<file path="src/rtl/unified_cache_miss_queue_pkg.sv">
// Shared constants for the unified cache miss queue: packet field layout,
// default queue depth and the per-entry state encoding.
package unified_cache_miss_queue_pkg;

  localparam int DEFAULT_NUM_ENTRY            = 4;
  localparam int DEFAULT_PACKET_WIDTH_IN_BITS = 64;
  localparam int DEFAULT_PACKET_VALID_POS     = 63;
  localparam int DEFAULT_ADDR_LSB_POS         = 0;
  localparam int DEFAULT_ADDR_WIDTH_IN_BITS   = 32;
  localparam int DEFAULT_BLOCK_SIZE_IN_BYTES  = 64;
  localparam int DEFAULT_BLOCK_OFFSET_IN_BITS = $clog2(DEFAULT_BLOCK_SIZE_IN_BYTES);

  typedef enum logic [1:0] {
    ENTRY_INVALID       = 2'd0,
    ENTRY_PENDING_ISSUE = 2'd1,
    ENTRY_WAIT_FILL     = 2'd2,
    ENTRY_READY_REPLAY  = 2'd3
  } entry_state_e;

endpackage

</file>
<file path="src/rtl/unified_cache_miss_queue_if.sv">
// Bundle of the miss-queue handshakes: enqueue from the main pipe, memory
// request/fill, and replay towards the bank input arbiter.
interface unified_cache_miss_queue_if
  import unified_cache_miss_queue_pkg::*;
#(
  parameter int PACKET_WIDTH_IN_BITS = DEFAULT_PACKET_WIDTH_IN_BITS
);

  logic [PACKET_WIDTH_IN_BITS-1:0] miss_packet_in;
  logic                            miss_packet_valid_in;
  logic                            miss_packet_ack_out;

  logic [PACKET_WIDTH_IN_BITS-1:0] miss_request_out;
  logic                            miss_request_valid_out;
  logic                            miss_request_critical_out;
  logic                            miss_request_ack_in;

  logic [PACKET_WIDTH_IN_BITS-1:0] fetched_packet_in;
  logic                            fetched_packet_valid_in;

  logic [PACKET_WIDTH_IN_BITS-1:0] replay_packet_out;
  logic                            replay_valid_out;
  logic                            replay_ack_in;

  logic                            is_full_out;

  modport slave (
    input  miss_packet_in, miss_packet_valid_in, miss_request_ack_in,
           fetched_packet_in, fetched_packet_valid_in, replay_ack_in,
    output miss_packet_ack_out, miss_request_out, miss_request_valid_out,
           miss_request_critical_out, replay_packet_out, replay_valid_out,
           is_full_out
  );

  modport master (
    output miss_packet_in, miss_packet_valid_in, miss_request_ack_in,
           fetched_packet_in, fetched_packet_valid_in, replay_ack_in,
    input  miss_packet_ack_out, miss_request_out, miss_request_valid_out,
           miss_request_critical_out, replay_packet_out, replay_valid_out,
           is_full_out
  );

endinterface

</file>
<file path="src/rtl/unified_cache_miss_queue_lowest_index_encoder.sv">
// Priority encoder: index of the lowest set bit of request_vec plus a found flag.
module lowest_index_encoder #(
  parameter int WIDTH       = 4,
  parameter int INDEX_WIDTH = $clog2(WIDTH)
) (
  input  logic [WIDTH-1:0]       request_vec,
  output logic [INDEX_WIDTH-1:0] index,
  output logic                   found
);

  // Scan from the top down so the last hit written is the lowest index.
  always_comb begin
    index = '0;
    found = 1'b0;
    for (int i = WIDTH - 1; i >= 0; i--) begin
      if (request_vec[i]) begin
        index = INDEX_WIDTH'(i);
        found = 1'b1;
      end
    end
  end

endmodule

</file>
<file path="src/rtl/unified_cache_miss_queue.sv">
// Per-bank miss status queue: captures missed packets, issues one memory
// request per distinct block, and replays packets once their fill returns.
module unified_cache_miss_queue
  import unified_cache_miss_queue_pkg::*;
#(
  parameter int NUM_ENTRY            = DEFAULT_NUM_ENTRY,
  parameter int PACKET_WIDTH_IN_BITS = DEFAULT_PACKET_WIDTH_IN_BITS,
  parameter int PACKET_VALID_POS     = DEFAULT_PACKET_VALID_POS,
  parameter int ADDR_LSB_POS         = DEFAULT_ADDR_LSB_POS,
  parameter int ADDR_WIDTH_IN_BITS   = DEFAULT_ADDR_WIDTH_IN_BITS,
  parameter int BLOCK_OFFSET_IN_BITS = DEFAULT_BLOCK_OFFSET_IN_BITS
) (
  input logic                       clk_in,
  input logic                       reset_in,
  unified_cache_miss_queue_if.slave bus
);

  localparam int IDX_W     = $clog2(NUM_ENTRY);
  localparam int BLOCK_W   = ADDR_WIDTH_IN_BITS - BLOCK_OFFSET_IN_BITS;
  localparam int BLOCK_LSB = ADDR_LSB_POS + BLOCK_OFFSET_IN_BITS;

  logic [PACKET_WIDTH_IN_BITS-1:0] packet_q [NUM_ENTRY];
  entry_state_e                    state_q  [NUM_ENTRY];
  logic [BLOCK_W-1:0]              block_q  [NUM_ENTRY];

  logic [NUM_ENTRY-1:0] free_vec;
  logic [NUM_ENTRY-1:0] pending_vec;
  logic [NUM_ENTRY-1:0] ready_vec;
  logic [NUM_ENTRY-1:0] fill_hit;
  logic [NUM_ENTRY-1:0] outstanding_hit;

  logic [IDX_W-1:0] free_idx;
  logic [IDX_W-1:0] issue_idx;
  logic [IDX_W-1:0] replay_idx;
  logic             free_found;
  logic             issue_found;
  logic             replay_found;

  logic [BLOCK_W-1:0] miss_block;
  logic [BLOCK_W-1:0] fetch_block;
  logic               is_full;
  logic               enq_fire;
  logic               issue_fire;
  logic               replay_fire;
  entry_state_e       alloc_state;
  logic [PACKET_WIDTH_IN_BITS-1:0] replay_packet;
  logic               unused_fetch_bits;

  assign miss_block        = bus.miss_packet_in[BLOCK_LSB +: BLOCK_W];
  assign fetch_block       = bus.fetched_packet_in[BLOCK_LSB +: BLOCK_W];
  assign unused_fetch_bits = ^bus.fetched_packet_in;

  always_comb begin
    free_vec        = '0;
    pending_vec     = '0;
    ready_vec       = '0;
    fill_hit        = '0;
    outstanding_hit = '0;
    for (int i = 0; i < NUM_ENTRY; i++) begin
      free_vec[i]        = (state_q[i] == ENTRY_INVALID);
      pending_vec[i]     = (state_q[i] == ENTRY_PENDING_ISSUE);
      ready_vec[i]       = (state_q[i] == ENTRY_READY_REPLAY);
      fill_hit[i]        = bus.fetched_packet_valid_in && (block_q[i] == fetch_block);
      outstanding_hit[i] = ((state_q[i] == ENTRY_PENDING_ISSUE) ||
                            (state_q[i] == ENTRY_WAIT_FILL)) &&
                           (block_q[i] == miss_block);
    end
  end

  lowest_index_encoder #(.WIDTH(NUM_ENTRY), .INDEX_WIDTH(IDX_W)) u_free_select (
    .request_vec (free_vec),
    .index       (free_idx),
    .found       (free_found)
  );

  lowest_index_encoder #(.WIDTH(NUM_ENTRY), .INDEX_WIDTH(IDX_W)) u_issue_select (
    .request_vec (pending_vec),
    .index       (issue_idx),
    .found       (issue_found)
  );

  lowest_index_encoder #(.WIDTH(NUM_ENTRY), .INDEX_WIDTH(IDX_W)) u_replay_select (
    .request_vec (ready_vec),
    .index       (replay_idx),
    .found       (replay_found)
  );

  // Fullness comes from registered state only, so a same-cycle free never unblocks enqueue.
  assign is_full     = ~free_found;
  assign enq_fire    = bus.miss_packet_valid_in & ~is_full & reset_in;
  assign issue_fire  = issue_found & bus.miss_request_ack_in;
  assign replay_fire = replay_found & bus.replay_ack_in;

  always_comb begin
    alloc_state = ENTRY_PENDING_ISSUE;
    if (bus.fetched_packet_valid_in && (fetch_block == miss_block)) begin
      alloc_state = ENTRY_READY_REPLAY;
    end else if (|outstanding_hit) begin
      alloc_state = ENTRY_WAIT_FILL;
    end
  end

  always_comb begin
    replay_packet = '0;
    if (replay_found) begin
      replay_packet                   = packet_q[replay_idx];
      replay_packet[PACKET_VALID_POS] = 1'b1;
    end
  end

  assign bus.miss_packet_ack_out       = enq_fire;
  assign bus.miss_request_out          = issue_found ? packet_q[issue_idx] : '0;
  assign bus.miss_request_valid_out    = issue_found;
  assign bus.miss_request_critical_out = is_full;
  assign bus.replay_packet_out         = replay_packet;
  assign bus.replay_valid_out          = replay_found;
  assign bus.is_full_out               = is_full;

  // A matching fill takes priority over the issue handshake on the same entry.
  always_ff @(posedge clk_in or negedge reset_in) begin
    if (!reset_in) begin
      for (int i = 0; i < NUM_ENTRY; i++) begin
        state_q[i]  <= ENTRY_INVALID;
        packet_q[i] <= '0;
        block_q[i]  <= '0;
      end
    end else begin
      for (int i = 0; i < NUM_ENTRY; i++) begin
        if (enq_fire && (free_idx == IDX_W'(i))) begin
          state_q[i]  <= alloc_state;
          packet_q[i] <= bus.miss_packet_in;
          block_q[i]  <= miss_block;
        end else begin
          case (state_q[i])
            ENTRY_PENDING_ISSUE: begin
              if (fill_hit[i]) begin
                state_q[i] <= ENTRY_READY_REPLAY;
              end else if (issue_fire && (issue_idx == IDX_W'(i))) begin
                state_q[i] <= ENTRY_WAIT_FILL;
              end
            end
            ENTRY_WAIT_FILL: begin
              if (fill_hit[i]) begin
                state_q[i] <= ENTRY_READY_REPLAY;
              end
            end
            ENTRY_READY_REPLAY: begin
              if (replay_fire && (replay_idx == IDX_W'(i))) begin
                state_q[i] <= ENTRY_INVALID;
              end
            end
            default: begin
              state_q[i] <= state_q[i];
            end
          endcase
        end
      end
    end
  end

endmodule

</file>
<file path="src/flat_wrapper.sv">
// flat-port wrapper written by rule: the top's interface ports become plain ports
module unified_cache_miss_queue_flat import unified_cache_miss_queue_pkg::*;
#(
  parameter int NUM_ENTRY            = DEFAULT_NUM_ENTRY,
  parameter int PACKET_WIDTH_IN_BITS = DEFAULT_PACKET_WIDTH_IN_BITS,
  parameter int PACKET_VALID_POS     = DEFAULT_PACKET_VALID_POS,
  parameter int ADDR_LSB_POS         = DEFAULT_ADDR_LSB_POS,
  parameter int ADDR_WIDTH_IN_BITS   = DEFAULT_ADDR_WIDTH_IN_BITS,
  parameter int BLOCK_OFFSET_IN_BITS = DEFAULT_BLOCK_OFFSET_IN_BITS
)
  (clk_in, reset_in, bus_miss_packet_in, bus_miss_packet_valid_in, bus_miss_request_ack_in, bus_fetched_packet_in, bus_fetched_packet_valid_in, bus_replay_ack_in, bus_miss_packet_ack_out, bus_miss_request_out, bus_miss_request_valid_out, bus_miss_request_critical_out, bus_replay_packet_out, bus_replay_valid_out, bus_is_full_out);
  unified_cache_miss_queue_if #(.PACKET_WIDTH_IN_BITS(PACKET_WIDTH_IN_BITS)) bus_i ();
  input logic clk_in;
  input logic reset_in;
  input wire logic [$bits(bus_i.miss_packet_in)-1:0] bus_miss_packet_in;
  input wire logic [$bits(bus_i.miss_packet_valid_in)-1:0] bus_miss_packet_valid_in;
  input wire logic [$bits(bus_i.miss_request_ack_in)-1:0] bus_miss_request_ack_in;
  input wire logic [$bits(bus_i.fetched_packet_in)-1:0] bus_fetched_packet_in;
  input wire logic [$bits(bus_i.fetched_packet_valid_in)-1:0] bus_fetched_packet_valid_in;
  input wire logic [$bits(bus_i.replay_ack_in)-1:0] bus_replay_ack_in;
  output wire logic [$bits(bus_i.miss_packet_ack_out)-1:0] bus_miss_packet_ack_out;
  output wire logic [$bits(bus_i.miss_request_out)-1:0] bus_miss_request_out;
  output wire logic [$bits(bus_i.miss_request_valid_out)-1:0] bus_miss_request_valid_out;
  output wire logic [$bits(bus_i.miss_request_critical_out)-1:0] bus_miss_request_critical_out;
  output wire logic [$bits(bus_i.replay_packet_out)-1:0] bus_replay_packet_out;
  output wire logic [$bits(bus_i.replay_valid_out)-1:0] bus_replay_valid_out;
  output wire logic [$bits(bus_i.is_full_out)-1:0] bus_is_full_out;
  assign bus_i.miss_packet_in = bus_miss_packet_in;
  assign bus_i.miss_packet_valid_in = bus_miss_packet_valid_in;
  assign bus_i.miss_request_ack_in = bus_miss_request_ack_in;
  assign bus_i.fetched_packet_in = bus_fetched_packet_in;
  assign bus_i.fetched_packet_valid_in = bus_fetched_packet_valid_in;
  assign bus_i.replay_ack_in = bus_replay_ack_in;
  assign bus_miss_packet_ack_out = bus_i.miss_packet_ack_out;
  assign bus_miss_request_out = bus_i.miss_request_out;
  assign bus_miss_request_valid_out = bus_i.miss_request_valid_out;
  assign bus_miss_request_critical_out = bus_i.miss_request_critical_out;
  assign bus_replay_packet_out = bus_i.replay_packet_out;
  assign bus_replay_valid_out = bus_i.replay_valid_out;
  assign bus_is_full_out = bus_i.is_full_out;
  unified_cache_miss_queue #(.NUM_ENTRY(NUM_ENTRY), .PACKET_WIDTH_IN_BITS(PACKET_WIDTH_IN_BITS), .PACKET_VALID_POS(PACKET_VALID_POS), .ADDR_LSB_POS(ADDR_LSB_POS), .ADDR_WIDTH_IN_BITS(ADDR_WIDTH_IN_BITS), .BLOCK_OFFSET_IN_BITS(BLOCK_OFFSET_IN_BITS)) u_core (.clk_in(clk_in), .reset_in(reset_in), .bus(bus_i));
endmodule
</file>
<file path="config.mk">
export PLATFORM = sky130hd
export DESIGN_NAME = unified_cache_miss_queue_flat
export DESIGN_NICKNAME = d
export VERILOG_FILES = /design/src/rtl/unified_cache_miss_queue_pkg.sv /design/src/rtl/unified_cache_miss_queue_if.sv /design/src/rtl/unified_cache_miss_queue_lowest_index_encoder.sv /design/src/rtl/unified_cache_miss_queue.sv /design/src/flat_wrapper.sv
export SDC_FILE = /design/constraint.sdc
export NUM_CORES = 1
export LEC_CHECK = 0
export BUFFER_PORTS_ARGS = -buffer_cell sky130_fd_sc_hd__buf_2
export CELL_PAD_IN_SITES_DETAIL_PLACEMENT = 2
export CELL_PAD_IN_SITES_GLOBAL_PLACEMENT = 2
export CORE_MARGIN = 3
export CORE_UTILIZATION = 25
export DETAILED_ROUTE_END_ITERATION = 8
export PLACE_DENSITY = 0.57
export SETUP_SLACK_MARGIN = 0.5
export SYNTH_ARGS = -nofsm -noshare
export SYNTH_HDL_FRONTEND = slang
export SYNTH_HIERARCHICAL = 1
export SYNTH_SLANG_ARGS = --single-unit
</file>
<file path="constraint.sdc">
create_clock -name clk_in -period 3.5 [get_ports clk_in]
set_clock_uncertainty 0.15 [all_clocks]
set_input_delay 0 -clock clk_in [delete_from_list [all_inputs] [get_ports clk_in]]
set_output_delay 0 -clock clk_in [all_outputs]
set_load 0.01 [all_outputs]
</file>
---- Word-level counts from Yosys, hierarchy flattened ----
Cells that the tools add are included.
operators by class
  add/sub/neg operators ................... 0
  multipliers ............................. 0
  divide/modulo/power cells ............... 0
  $lt $le $gt $ge ......................... 2
  equality and inequality tests ........... 42
  shift operators ......................... 0
  multiplexer cells ....................... 58
  bitwise operators ....................... 7
  reductions and logical operators ........ 41
operators with widths
  kind                                                                      number
  64-bit binary-select mux with 2-bit select                                2
  64-bit 2-to-1 mux                                                         4
  26-bit == test                                                            9
  63-bit 2-to-1 mux                                                         2
  2-bit 2-to-1 mux                                                          34
  2-bit == test (second input constant)                                     14
  2-bit case mux with 3 select lines                                        4
  1-bit logical AND                                                         21
  4-bit inequality test (second input constant)                             4
  4-bit AND reduction                                                       4
  4-bit nonzero test                                                        4
  2-bit by 1-bit == test with 1-bit output (second input constant)          7
  2-bit zero test                                                           7
  1-bit 2-to-1 mux                                                          12
  3-bit by 2-bit inequality test with 1-bit output (second input constant)  4
  3-bit inequality test (second input constant)                             4
  3-bit greater-or-equal comparator (second input constant)                 2
  2-bit inverter with 3-bit output                                          2
  1-bit bitwise AND                                                         4
  1-bit logical OR                                                          4
  4-bit OR reduction                                                        1
  1-bit inverter                                                            1
storage, ports and cells
  flip-flop bits (word level) ............. 368
  bits in latches ......................... 0
  memory bits (writable) .................. 0
  ROM bits ................................ 0
  input bits .............................. 134
  output and inout port bits .............. 133
  word-level logic and storage cells ...... 162
  memories kept ........................... 0

---- Logic depth before layout (Yosys ltp) ----
  depth after elaboration ................. 11
  depth in mapped cells ................... 12
  gate-level depth less buffers ........... 11

---- Hierarchy ----
The synthesis kept the hierarchy.
by module, submodules not included
  module                    times used  cells each  area each (um2)
  unified_cache_miss_queue  1           1461        17166.5
  lowest_index_encoder      3           7           35.0

---- Worst setup path after synthesis ----
Ideal clock, no wire load.
  path type ............................... reg-to-reg
  start point ............................. register u_core/state_q[6] (netlist bit)
  end point ............................... register u_core/packet_q[186] (netlist bit)
  setup time .............................. 0.125 ns
  arrival ................................. 2.356 ns
  required time ........................... 3.225 ns
  path slack .............................. 0.870 ns
  stages on the path, launching flop included .. 9
  clock period less this slack ............ 2.630 ns
  cell sequence ........................... dfrtp_1 -> inv_1 -> ha_1 -> nor3_1 -> nor2_1 -> nand2_1 -> buf_1 -> buf_1 -> mux2_2
between the ends
  elaborated cells on any way between the ends .. 7
  those cells by class .................... eq/ne (1); mux (2); bitwise (2); reduce/logical (2)
RTL lines
  element                                   line                                                 RTL
  start: declaration                        unified_cache_miss_queue.sv:23                       entry_state_e state_q [NUM_ENTRY];
  start signal: indexed assignment          unified_cache_miss_queue.sv:130                      state_q[i] <= alloc_state;
  start signal: indexed assignment          unified_cache_miss_queue.sv:153                      state_q[i] <= state_q[i];
  2-bit zero test                           unified_cache_miss_queue.sv:60                       free_vec[i] = (state_q[i] == ENTRY_INVALID);
  named net u_core.free_vec[0]              unified_cache_miss_queue.sv:26                       logic [NUM_ENTRY-1:0] free_vec;
  2-bit 2-to-1 mux                          unified_cache_miss_queue_lowest_index_encoder.sv:16  if (request_vec[i]) begin
  named net u_core.free_idx[1]              unified_cache_miss_queue.sv:32                       logic [IDX_W-1:0] free_idx;
  2-bit by 1-bit == test with 1-bit output  unified_cache_miss_queue.sv:129                      if (enq_fire && (free_idx == IDX_W'(i))) begin
  1-bit logical AND                         unified_cache_miss_queue.sv:129
  end signal: indexed assignment            unified_cache_miss_queue.sv:131                      packet_q[i] <= bus.miss_packet_in;
  end: declaration                          unified_cache_miss_queue.sv:22                       logic [PACKET_WIDTH_IN_BITS-1:0] packet_q [NUM_ENTRY];
The timed path passes the listed nets, and every way through them passes these cells.
A chain may end at the register's enable or synchronous reset.

---- Worst setup path after layout ----
  start point ............................. register u_core/state_q[1] (netlist bit)
  end point ............................... output bus_miss_request_out[24]
between the ends
  word-level cells in the longest chain between the ends .. 10
  elaborated cells on any way between the ends .. 14
  those cells by class .................... eq/ne (1); mux (12); bitwise (1)
RTL lines
  element                                                 line                                                 RTL
  2-bit by 1-bit == test with 1-bit output                unified_cache_miss_queue.sv:61                       pending_vec[i] = (state_q[i] == ENTRY_PENDING_ISSUE);
  named net u_core.pending_vec[3]                         unified_cache_miss_queue.sv:27                       logic [NUM_ENTRY-1:0] pending_vec;
  2-bit 2-to-1 mux (4 in series)                          unified_cache_miss_queue_lowest_index_encoder.sv:16
  named net u_core.issue_idx[0]                           unified_cache_miss_queue.sv:33                       logic [IDX_W-1:0] issue_idx;
  2-bit inverter with 3-bit output (not written as such)  unified_cache_miss_queue.sv:112                      assign bus.miss_request_out = issue_found ? packet_q[issue_idx] : '0;
  64-bit binary-select mux with 2-bit select              unified_cache_miss_queue.sv:112
  64-bit 2-to-1 mux (not written as such) (2 in series)   unified_cache_miss_queue.sv:112
  64-bit 2-to-1 mux                                       unified_cache_miss_queue.sv:112
  end: declaration                                        flat_wrapper.sv:22                                   output wire logic [$bits(bus_i.miss_request_out)-1:0] bus_miss_request_out;
The timed path passes the listed nets, and every way through them passes these cells. The select of a mux whose other input is x is not followed.

==> flow_summary.ini <==
[floorplan]
die_h_um = 268.8
core_um2 = 67750
rows = 95
ios = 267
die_x_um = 268.8
dieArea_um2 = 72270
start_util_pct = 25.49

[timing]
hold_viol = 0
rsz0062_at_grt = true
slew_headroom_pct = 41.30
setup_viol = 0
max_freq_ghz = 0.3379
fin_crit_sh_pct = 84.57
setup_tns_ns = 0
tightest_slew_ns = 0.8805
fin_crit_ns = 2.960
maxSlewViolCount = 0

[finish]
nNetsFinal = 1918
regArea_um2 = 6616
fin_area_um2 = 22260
num-fill-cells = 7174
layout_commonest_cell = dfrtp_1
layout-drive-gt1-share_pct = 41.66
final_cell_mix = dfrtp_1, buf_2, nand2_1, mux2_2, xnor2_1
area_delta_synth_final_pct = 28.85
multi_input_area_um2 = 10220

[clock_tree]
cts_max_level = 2
cts_tree = yes
clk_latency_ns = 0.55
path_clk_slew_ns = 0.06
cts.sinks = 264
numCtsBuffers = 35
cts_buffer_depth = 3
cts-root-buf = clkbuf_16

[synthesis]
synth_enable_flop_cells = 0
synth_area_per_cell_um2 = 11.65
syn-instance-count = 1482
ys_async_sr_fraction_pct = 100.0
seq_area_frac_synth_pct = 38.25
synthDistinctLibCells = 40
synthesis.area_um2 = 17270
ys.flop_type = dfrtp_1
synth_fp_nets = 1636
ys_warn_count = 6
synth-seq-cells = 264

[grt]
grt_antenna_before_repair = 7
grt_pass1_wl_mm = 105.0
overflow = 0
grt_start_max_net_pins = 65
grt_pass1_vias = 14670
grt_usage_pct = 19.94

[pwr]
ir_drop_mv = 0.3123
power_frac_clock_pct = 23.6
p_switching_mw = 5.709
p_leak_nw = 9.876
p_seq_share_pct = 26.9
p_comb_share_pct = 49.5
swShare_pct = 38.41
power_density_nw_per_um2 = 667.9
p_int_mw = 9.155

[setup_path]
crit_path_start_kind = register
crit_start = u_core/state_q[1]
cp_max_fo = 8
cp.required_ns = 3.35
path_class = register to primary output
worstReg2RegStart = u_core/state_q[2]
crit_arrival_ns = 2.81
crit_path_end_kind = primary output

[routing]
vias = 13270
wl_mm = 73.38
routed.top_layer = met5
wl_met3_mm = 2.895
drc = 0
first_pass_iters = 4
avgViaCountPerCell = 4.996
met1_length_mm = 33.78
drt_iter0_markers = 702
wl_met2_mm = 35.08
ant_nets = 0
avgRoutedWirePerCell_um = 27.62

[place]
numPortBuffers = 228
gp_congestion = 0.9288
post-dp-hpwl_mm = 48.39
placed_area_um2 = 19340

[run_status]
run_status = completed

[hold_path]
worstHoldPathType = input port to register
hp-start = bus_fetched_packet_in[18]

[flow_run]
drv_cap = 0
final cells by class:
type	count	share of cell area, %
diodes	3	0.03373
clock buffers	46	4.256
clock inverters	8	0.5397
inverters	14	0.2699
multi-input cells	1071	45.94
flip-flops and latches	264	29.73
well taps	873	4.908
repair buffers	378	14.33
cells in the mapped netlist (7+ instances only):
library cell | number | share of area [%]
a21oi_1 | 10 | 0.29
inv_1 | 14 | 0.30
buf_6 | 10 | 0.65
nor3_1 | 12 | 0.35
and2_1 | 130 | 4.7
xnor2_1 | 142 | 7.2
nand3_1 | 7 | 0.20
nand4_1 | 49 | 1.8
nor4_1 | 28 | 1.0
dfrtp_1 | 264 | 38
nand2_1 | 200 | 4.3
ha_1 | 20 | 1.4
buf_2 | 25 | 0.72
xor2_1 | 88 | 4.5
mux2_2 | 194 | 13
nor2_1 | 16 | 0.35
buf_1 | 21 | 0.46
clkbuf_1 | 71 | 1.5
mux4_2 | 127 | 17
o31ai_1 | 8 | 0.35
registers in the layout (all words and copies together) (netlist names):
name	count
u_core/packet_q	256
u_core/state_q	8
metrics by stage:
| stage | util (%) | total power, mW | std cells | setup WS, ns | hold WS, ns |
|---|---|---|---|---|---|
| final | 32.85 | 14.86 | 2657 | 0.5402 | 0.04902 |
| after global routing | 32.84 | 15.75 | 2656 | 0.4427 | 0.07392 |
| after CTS | 32.08 | 14.74 | 2635 | 0.4902 | 0.01182 |
| after detailed placement | 28.55 | 10.65 | 2481 | 0.5191 | -0.2085 |
| after global placement | 28.55 | 10.52 | 2481 | 0.6135 | -0.2077 |
| after floorplan | - | 7.945 | 1482 | 0.8696 | -0.4456 |
kinds of logic after synthesis:
kind of cell | count (synthesis) | share of synthesized area, %
AND/OR/NAND/NOR | 457 | 13.43
multiplexers | 326 | 29.50
flip-flops | 264 | 38.25
XOR/XNOR | 234 | 12.04
buffers and inverters | 147 | 3.941
AO/OA/AOI/OAI | 34 | 1.391
adder cells (fa/ha/maj) | 20 | 1.449
worst max-delay path: stages, from the launching register on:
cell and delay (ns):
dfrtp_2 0.46, inv_4 0.08, ha_4 0.17, nand2b_4 0.07, a21oi_4 0.20, buf_8 0.19
buf_12 0.17, mux4_2 0.59, and2_1 0.19, buf_2 0.14
metal layers:
layer	up-vias	GRT usage [%]
li1	5769	-
met5	-	0
met4	4	5.116
met1	7144	27.73
met3	81	2.528
met2	276	32.92
final timing paths:
path	to	slack (ns)	cells after the start
setup / recovery	bus_miss_request_out[24]	0.54	9
setup reg to reg	u_core/packet_q[149]	0.59	10
min in group asynchronous	u_core/packet_q[162]	0.47	4
max in group asynchronous	u_core/packet_q[42]	1.20	5
hold / removal	u_core/state_q[5]	0.05	6
hold reg to reg	u_core/packet_q[127]	0.33	2
power by group through the flow:
stage / combinational [mW] / sequential (mW) / clock [mW]
floorplan: 4.13 / 3.82 / 0
global route: 7.91 / 4.07 / 3.77
finish: 7.36 / 4.00 / 3.51
detailed placement: 6.62 / 4.02 / 0
CTS: 7.10 / 3.98 / 3.66
global placement: 6.55 / 3.98 / 0
what timing repair did:
item | in CTS | in global routing
endpoints found under the hold margin | 464 | 0
hold buffers | 70 | 0
pin swaps | 4 | 2
cloned | 10 | 8
endpoints found under the setup margin | 130 | 163
buffers inserted | 20 | 11
resized for setup | 41 | 55
No activity file was read; power rests on OpenSTA's default activity.
